$ cat src/rtl/scarv_cop_pmul_iter.sv
// scarv_cop_pmul_iter
// Iterative packed multiplier. It computes one shift-add (or shift-xor) step
// per cycle in every lane at once. The integer add goes through the shared
// packed adder (padd_*). The carry-less XOR is done locally.
//
// Ports
//   g_clk, g_resetn      clock, async active-low reset
//   valid / ready        request (held until ready) / one-cycle result strobe
//   mul_l, mul_h         half select (mul_l wins; neither = low half)
//   clmul                1 = carry-less product, 0 = integer product
//   pw                   one-hot pack width, pw[0]=32-bit lane .. pw[4]=2-bit lanes
//   crs1, crs2           packed multiplicand / multiplier
//   result               packed result half, valid while ready=1, else 0
//   padd_lhs/rhs/pw/sub  shared adder request, driven only while iterating
//   padd_result/carry    shared adder response (combinational, same cycle)
//
// state  | meaning
// S_IDLE | waiting for valid; operands are latched on acceptance
// S_ITER | one partial-product step per cycle, W cycles
// S_DONE | ready=1 and result presented for exactly one cycle
module scarv_cop_pmul_iter (
   input  logic        g_clk,
   input  logic        g_resetn,
   input  logic        valid,
   output logic        ready,
   input  logic        mul_l,
   input  logic        mul_h,
   input  logic        clmul,
   input  logic [4:0]  pw,
   input  logic [31:0] crs1,
   input  logic [31:0] crs2,
   output logic [31:0] result,
   output logic [31:0] padd_lhs,
   output logic [31:0] padd_rhs,
   output logic [4:0]  padd_pw,
   output logic        padd_sub,
   input  logic [31:0] padd_carry,
   input  logic [31:0] padd_result
);

   typedef enum logic [1:0] {S_IDLE = 2'd0, S_ITER = 2'd1, S_DONE = 2'd2} state_t;

   // Any pw that is not exactly one-hot is treated as a single 32-bit lane.
   function automatic logic [4:0] norm_pw(input logic [4:0] p);
      case (p)
         5'b00001, 5'b00010, 5'b00100, 5'b01000, 5'b10000: norm_pw = p;
         default:                                          norm_pw = 5'b00001;
      endcase
   endfunction

   // Lane width minus one
   function automatic logic [4:0] lane_wm(input logic [4:0] p);
      case (p)
         5'b00010: lane_wm = 5'd15;
         5'b00100: lane_wm = 5'd7;
         5'b01000: lane_wm = 5'd3;
         5'b10000: lane_wm = 5'd1;
         default:  lane_wm = 5'd31;
      endcase
   endfunction

   // One bit set at the least significant bit of every lane
   function automatic logic [31:0] lane_lsb(input logic [4:0] p);
      case (p)
         5'b00010: lane_lsb = 32'h0001_0001;
         5'b00100: lane_lsb = 32'h0101_0101;
         5'b01000: lane_lsb = 32'h1111_1111;
         5'b10000: lane_lsb = 32'h5555_5555;
         default:  lane_lsb = 32'h0000_0001;
      endcase
   endfunction

   state_t      state_q,  state_d;
   logic [4:0]  cnt_q,    cnt_d;
   logic [31:0] mcand_q,  mcand_d;
   logic [31:0] hi_q,     hi_d;
   logic [31:0] lo_q,     lo_d;
   logic [4:0]  pw_q,     pw_d;
   logic        clmul_q,  clmul_d;
   logic        hsel_q,   hsel_d;
   logic        ready_q,  ready_d;
   logic [31:0] result_q, result_d;

   logic [4:0]  wm;
   logic [31:0] lsb_mask;
   logic [31:0] msb_mask;
   logic [31:0] m;
   logic [31:0] sum;
   logic [31:0] lane_c;
   logic [31:0] hi_nx;
   logic [31:0] lo_nx;
   logic [4:0]  in_pw;

   // Datapath for one step. Lane boundaries come from masks, so no bit
   // ever moves from one lane into its neighbour.
   always_comb begin
      wm       = lane_wm(pw_q);
      lsb_mask = lane_lsb(pw_q);
      msb_mask = lsb_mask << wm;
      m        = '0;
      for (int i = 0; i < 32; i++) begin
         // Broadcast the multiplier bit at the lane LSB across the whole lane.
         m[i] = mcand_q[i] & lo_q[5'(i) & ~wm];
      end
      sum    = clmul_q ? (hi_q ^ m) : padd_result;
      lane_c = clmul_q ? 32'h0 : (padd_carry & msb_mask);
      hi_nx  = lane_c | (~msb_mask & (sum >> 1));
      lo_nx  = (~msb_mask & (lo_q >> 1)) | ((sum & lsb_mask) << wm);
   end

   always_comb begin
      state_d  = state_q;
      cnt_d    = cnt_q;
      mcand_d  = mcand_q;
      hi_d     = hi_q;
      lo_d     = lo_q;
      pw_d     = pw_q;
      clmul_d  = clmul_q;
      hsel_d   = hsel_q;
      ready_d  = 1'b0;
      result_d = '0;
      in_pw    = norm_pw(pw);
      case (state_q)
         S_IDLE: begin
            if (valid) begin
               mcand_d = crs1;
               lo_d    = crs2;
               hi_d    = '0;
               pw_d    = in_pw;
               clmul_d = clmul;
               hsel_d  = !mul_l && mul_h;
               cnt_d   = lane_wm(in_pw);
               state_d = S_ITER;
            end
         end
         S_ITER: begin
            if (!valid) begin
               state_d = S_IDLE;
            end else begin
               hi_d = hi_nx;
               lo_d = lo_nx;
               if (cnt_q == 5'd0) begin
                  state_d  = S_DONE;
                  ready_d  = 1'b1;
                  result_d = hsel_q ? hi_nx : lo_nx;
               end else begin
                  cnt_d = cnt_q - 5'd1;
               end
            end
         end
         default: state_d = S_IDLE;
      endcase
   end

   always_ff @(posedge g_clk or negedge g_resetn) begin
      if (!g_resetn) begin
         state_q  <= S_IDLE;
         cnt_q    <= '0;
         mcand_q  <= '0;
         hi_q     <= '0;
         lo_q     <= '0;
         pw_q     <= '0;
         clmul_q  <= 1'b0;
         hsel_q   <= 1'b0;
         ready_q  <= 1'b0;
         result_q <= '0;
      end else begin
         state_q  <= state_d;
         cnt_q    <= cnt_d;
         mcand_q  <= mcand_d;
         hi_q     <= hi_d;
         lo_q     <= lo_d;
         pw_q     <= pw_d;
         clmul_q  <= clmul_d;
         hsel_q   <= hsel_d;
         ready_q  <= ready_d;
         result_q <= result_d;
      end
   end

   assign ready    = ready_q;
   assign result   = result_q;
   assign padd_lhs = (state_q == S_ITER) ? hi_q : 32'h0;
   assign padd_rhs = (state_q == S_ITER) ? m    : 32'h0;
   assign padd_pw  = (state_q == S_ITER) ? pw_q : 5'h0;
   assign padd_sub = 1'b0;

endmodule
$ cat config.mk
export PLATFORM = sky130hd
export DESIGN_NAME = scarv_cop_pmul_iter
export DESIGN_NICKNAME = d
export VERILOG_FILES = /design/src/rtl/scarv_cop_pmul_iter.sv
export SDC_FILE = /design/constraint.sdc
export NUM_CORES = 1
export LEC_CHECK = 0
export CELL_PAD_IN_SITES_DETAIL_PLACEMENT = 0
export CELL_PAD_IN_SITES_GLOBAL_PLACEMENT = 1
export CORE_AREA = 2 2 130 195
export DETAILED_ROUTE_END_ITERATION = 8
export DIE_AREA = 0 0 132 197
export PLACE_DENSITY_LB_ADDON = 0.1
export SKIP_CTS_REPAIR_TIMING = 1
export SYNTH_ARGS = -nofsm -noshare
export SYNTH_HDL_FRONTEND = slang
export SYNTH_SLANG_ARGS = --single-unit
$ cat constraint.sdc
create_clock -name g_clk -period 5.3 [get_ports g_clk]
set_input_delay 0.53 -clock g_clk [delete_from_list [all_inputs] [get_ports g_clk]]
set_output_delay 0.53 -clock g_clk [all_outputs]
set_load 0.02 [all_outputs]
==> results summary <==
The maximum buffer depth of the clock tree came out at 2. The CTS clock-pin slew for the worst setup and hold paths came out at 0.06 ns. The worst slew margin relative to its limit came out at 27.97%. The end of the worst register-to-register path is result[23]$_DFF_PN0_. The portion of the clock cycle consumed by the worst path in the final layout came out at 78.60%. The layout has 2,464 filler cells.

The number of antenna diodes in the final layout is 0. The cell area after synthesis is 8339 sq um. The share of async-settable or async-resettable flops after synthesis came out at 100.0%. The aggregate routed wire length is 31,190 um.

The library cell occupying the most area in the post-synthesis netlist is dfrtp_1. The remaining number of nets flagged by the antenna check after routing came out at 0. The share of Yosys cell area claimed by the top area cell type is 42.91%. The worst clock skew came out at 0.009610 ns. The setup TNS is 0 ns. In this run the standard cell core region covers 24,260 sq um. The register area share after synthesis came out at 42.91%. The global-route wire length before repair came out at 47,600 um. The pre-antenna-repair detailed-routing pass consisted of 6 iterations. The clock latency of the later-clocked register in the worst-skew pair came out at 0.43 ns.

The critical path data arrival time is 3.64 ns. During placement, the flow inserted port buffers numbering 224. The warning count from the yosys run is 0. Max-cap violations in this run came to 0.

The net count after synthesis is 1,133. The reported leakage power came out at 5.040 nW. The die covers 26,000 sq um.

The number of placed instances, taps included is 1,491. The adder-cell share of the synthesized area is 0.1500%. The post-layout minimum cycle time came out at 4.166 ns. The total global routing track utilization is 24.36%. The checks that failed: hold timing.

The placer congestion estimate came out at 0.8899. After floorplanning, the core was divided into 70 placement rows. The power share of the clock group came out at 35.0%. The fraction of the mapped netlist area in compound gates came out at 17.57%. The delay of the slowest critical-path stage is 0.72 ns. The number of design-rule violations left by the first detailed-router iteration is 541.

Across all hold checks on the routed design, the worst slack comes to -0.002052 ns. Clock tree synthesis selected as its root buffer the cell clkbuf_16. In the synthesized netlist the dominant register cell turns out to be dfrtp_1. In this run the worst hold path is classified as in2async.

The total power density per cell area is 302.8 nW/um^2. At the pin with the least slew margin, the transition time is 1.080 ns. The worst setup path is of the reg2out kind.

The final instance area is 11,470 sq um. After synthesis, the cell types taking the most area are dfrtp_1, nand2_1, mux2i_1. The H-tree was split into 4 levels. After synthesis, the largest family of logic cells by area is simple AND/OR/NAND/NOR gates.

Walking the worst path, the cells encountered are or3b_2 > o21ai_1 > and2_1 > nand2_1 > and3_1 > and3_1 > clkdlybuf4s50_1. Synthesis handed over a netlist of 993 instances. The setup check on the worst reg-to-reg path leaves a slack of 1.57 ns. The total internal power came out at 2.329 mW. The CTS tree is yes. The total net switching power came out at 1.143 mW. After synthesis, the share of cell area in mux cells is 6.737%.

The number of global-route vias before repair is 7,793. The number of cells on the worst reg-to-reg path is 10. The worst IR drop on VDD is 0.2282 mV. The run finished, with violations left. The combinational cell fraction of total power is 25.6%. Each instance of the synthesized netlist takes up on average 8.398 sq um. The post-detailed-route via-to-cell ratio is 5.152.

The area added between synthesis and finish came out at 37.52%. The chip width is 132 um. The startpoint identified for the worst register-to-register timing path is pw_q[4]$_DFFE_PN0P_. The total DRC errors in the routed layout came out at 0.

The worst setup path is captured at an output pin. Counting stages on the worst path, the most repeated cell is and3_1. Of the total synthesized cell area, the portion taken by AND, OR, NAND and NOR gates is 24.79%. The commonest cells after synthesis are nand2_1, dfrtp_1, nor2_1.

The average wire per cell in the routed design is 20.48 um. The number of top-level pins came out at 242. In this run the cell area measured after placement is 10,880 sq um. Setup repair after global routing left no endpoint under its margin. The share of post-route cells with drive strength above 1 is 6.339%. The count of non-filler cells in the finished layout is 1,523. STA classifies the critical path startpoint as a register. The maximum clock frequency is 240.0 MHz. The maximum number of pins on one net before global-route repair is 58. In this run switching power makes up 32.92% of total power. The initial core utilization came out at 34.37%. The flip-flop and latch count after synthesis came out at 143.

The total overflow left after global routing is 0. The net count of the finished layout is 1,326. In this run, CTS created clock tree buffers numbering 17. The number of setup violations in the final report is 0.

The number of synthesized flops with an enable pin came out at 0. The largest fanout on the critical path came out at 16. The number of distinct library cell variants in the gate-level netlist after synthesis came out at 68. The data required time at the worst endpoint is 4.77 ns. The final-report max-slew violation count came out at 0. The clock net in this run drives a total of 143 sinks. The xor/xnor share of the synthesized area is 3.676%. nand2_1 is the most common cell in the netlist.

The cell with the largest stage delay on the worst path is dfrtp_1. The die outline height came out at 197 um. Of the total power, registers draw 39.4%. The overall via count from detail_route is 7,847. The detailed placement HPWL is 23,130 um. The number of antenna violations at the first check in global routing is 1.

The total count of hold-check failures in the final report is 1.
worst max-delay path: cells and delay by family, from the launching register on:
| kind | cells | cell delay, ns |
|---|---|---|
| compound gates | 1 | 0.19 |
| buf+inv | 1 | 0.53 |
| flops | 1 | 0.72 |
| simple gates | 5 | 1.75 |
kinds of logic (layout without fill, tap and decap cells):
logic type / count (synthesis) / after routing
compound gates: 225 / 225
xor+xnor: 35 / 35
fa+ha+maj: 1 / 1
buf+inv: 85 / 291
flops: 143 / 143
mux: 56 / 56
other cells: 1 / 1
simple gates: 447 / 447
sequential cells by signal, indices dropped and copies added, names as in the netlist:
register  cells
hi_q         32
cnt_q         5
clmul_q       1
state_q       2
hsel_q        1
ready         1
lo_q         32
mcand_q      32
result       32
pw_q          5
worst max path at each step:
| stage | from | end | slack (ns) | cells after the start |
|---|---|---|---|---|
| 5_1_grt | pw_q[4]$_DFFE_PN0P_ | padd_rhs[28] | 0.89 | 7 |
| 3_5_place_dp | pw_q[4]$_DFFE_PN0P_ | padd_rhs[27] | 1.59 | 7 |
| 3_3_place_gp | pw_q[4]$_DFFE_PN0P_ | padd_rhs[28] | 1.62 | 7 |
| 2_1_floorplan | pw_q[3]$_DFFE_PN0P_ | padd_rhs[28] | 2.68 | 8 |
| 6_report | pw_q[4]$_DFFE_PN0P_ | padd_rhs[27] | 1.13 | 7 |
| 4_1_cts | pw_q[4]$_DFFE_PN0P_ | padd_rhs[27] | 1.11 | 7 |
per-stage QoR:
step | total power [mW] | setup slack [ns] | hold WS (ns) | util [%]
after floorplan | 1.857 | 2.679 | 0.2344 | -
after global placement | 2.264 | 1.616 | 0.4728 | 44.86
after detailed placement | 2.271 | 1.587 | 0.4768 | 44.86
after CTS | 3.495 | 1.107 | 0.01475 | 47.27
after global routing | 3.653 | 0.8948 | 0.01953 | 47.27
final | 3.473 | 1.134 | -0.002052 | 47.27
cells in the final DEF (no fill, tap or decap), drive strengths merged, types with 3 or more instances in the layout:
cell type and instances:
a221oi 3, xor2 26, nor3 10, buf 20, a31oi 6, nand2 204
nor2b 5, nand4 4, a21o 5, o211a 3, o2111a 3, or2 5
o21ai 69, xnor2 9, a211oi 23, o21a 5, dfrtp 143, clkinv 5
a22o 22, clkdlybuf4s50 223, clkbuf 23, nor3b 3, and2 37, mux2i 55
nand3b 3, a21oi 59, or3 5, and3 39, inv 16, o22ai 6
o211ai 3, nand3 18, nor2 97, nand2b 9
metal layers:
| metal | GRT usage (%) | routed length (um) | vias to the layer above |
|---|---|---|---|
| li1 | - | - | 3802 |
| met1 | 33.32 | 14100 | 3734 |
| met2 | 38.54 | 14600 | 268 |
| met3 | 5.093 | 1814 | 41 |
| met4 | 7.931 | 656 | 2 |
| met5 | 0 | 14 | - |
power groups by stage:
stage | registers [mW] | logic [mW] | clock network [mW]
after global placement | 1.38 | 0.884 | 0
after CTS | 1.36 | 0.893 | 1.24
after global routing | 1.39 | 0.979 | 1.29
after detailed placement | 1.38 | 0.889 | 0
final | 1.37 | 0.888 | 1.22
after floorplan | 1.29 | 0.563 | 0
layout make-up:
class                      instances  area [sq um]  area share (%)
tap                              324         405.4           3.535
inverter                          16         60.06          0.5237
timing repair buffer             243          2399           20.91
multi-input combinational        765          4437           38.69
clock buffer                      23         478.0           4.168
sequential                       143          3582           31.24
clock inverter                     9         107.6          0.9382
No activity file was read; power rests on OpenSTA's default activity.
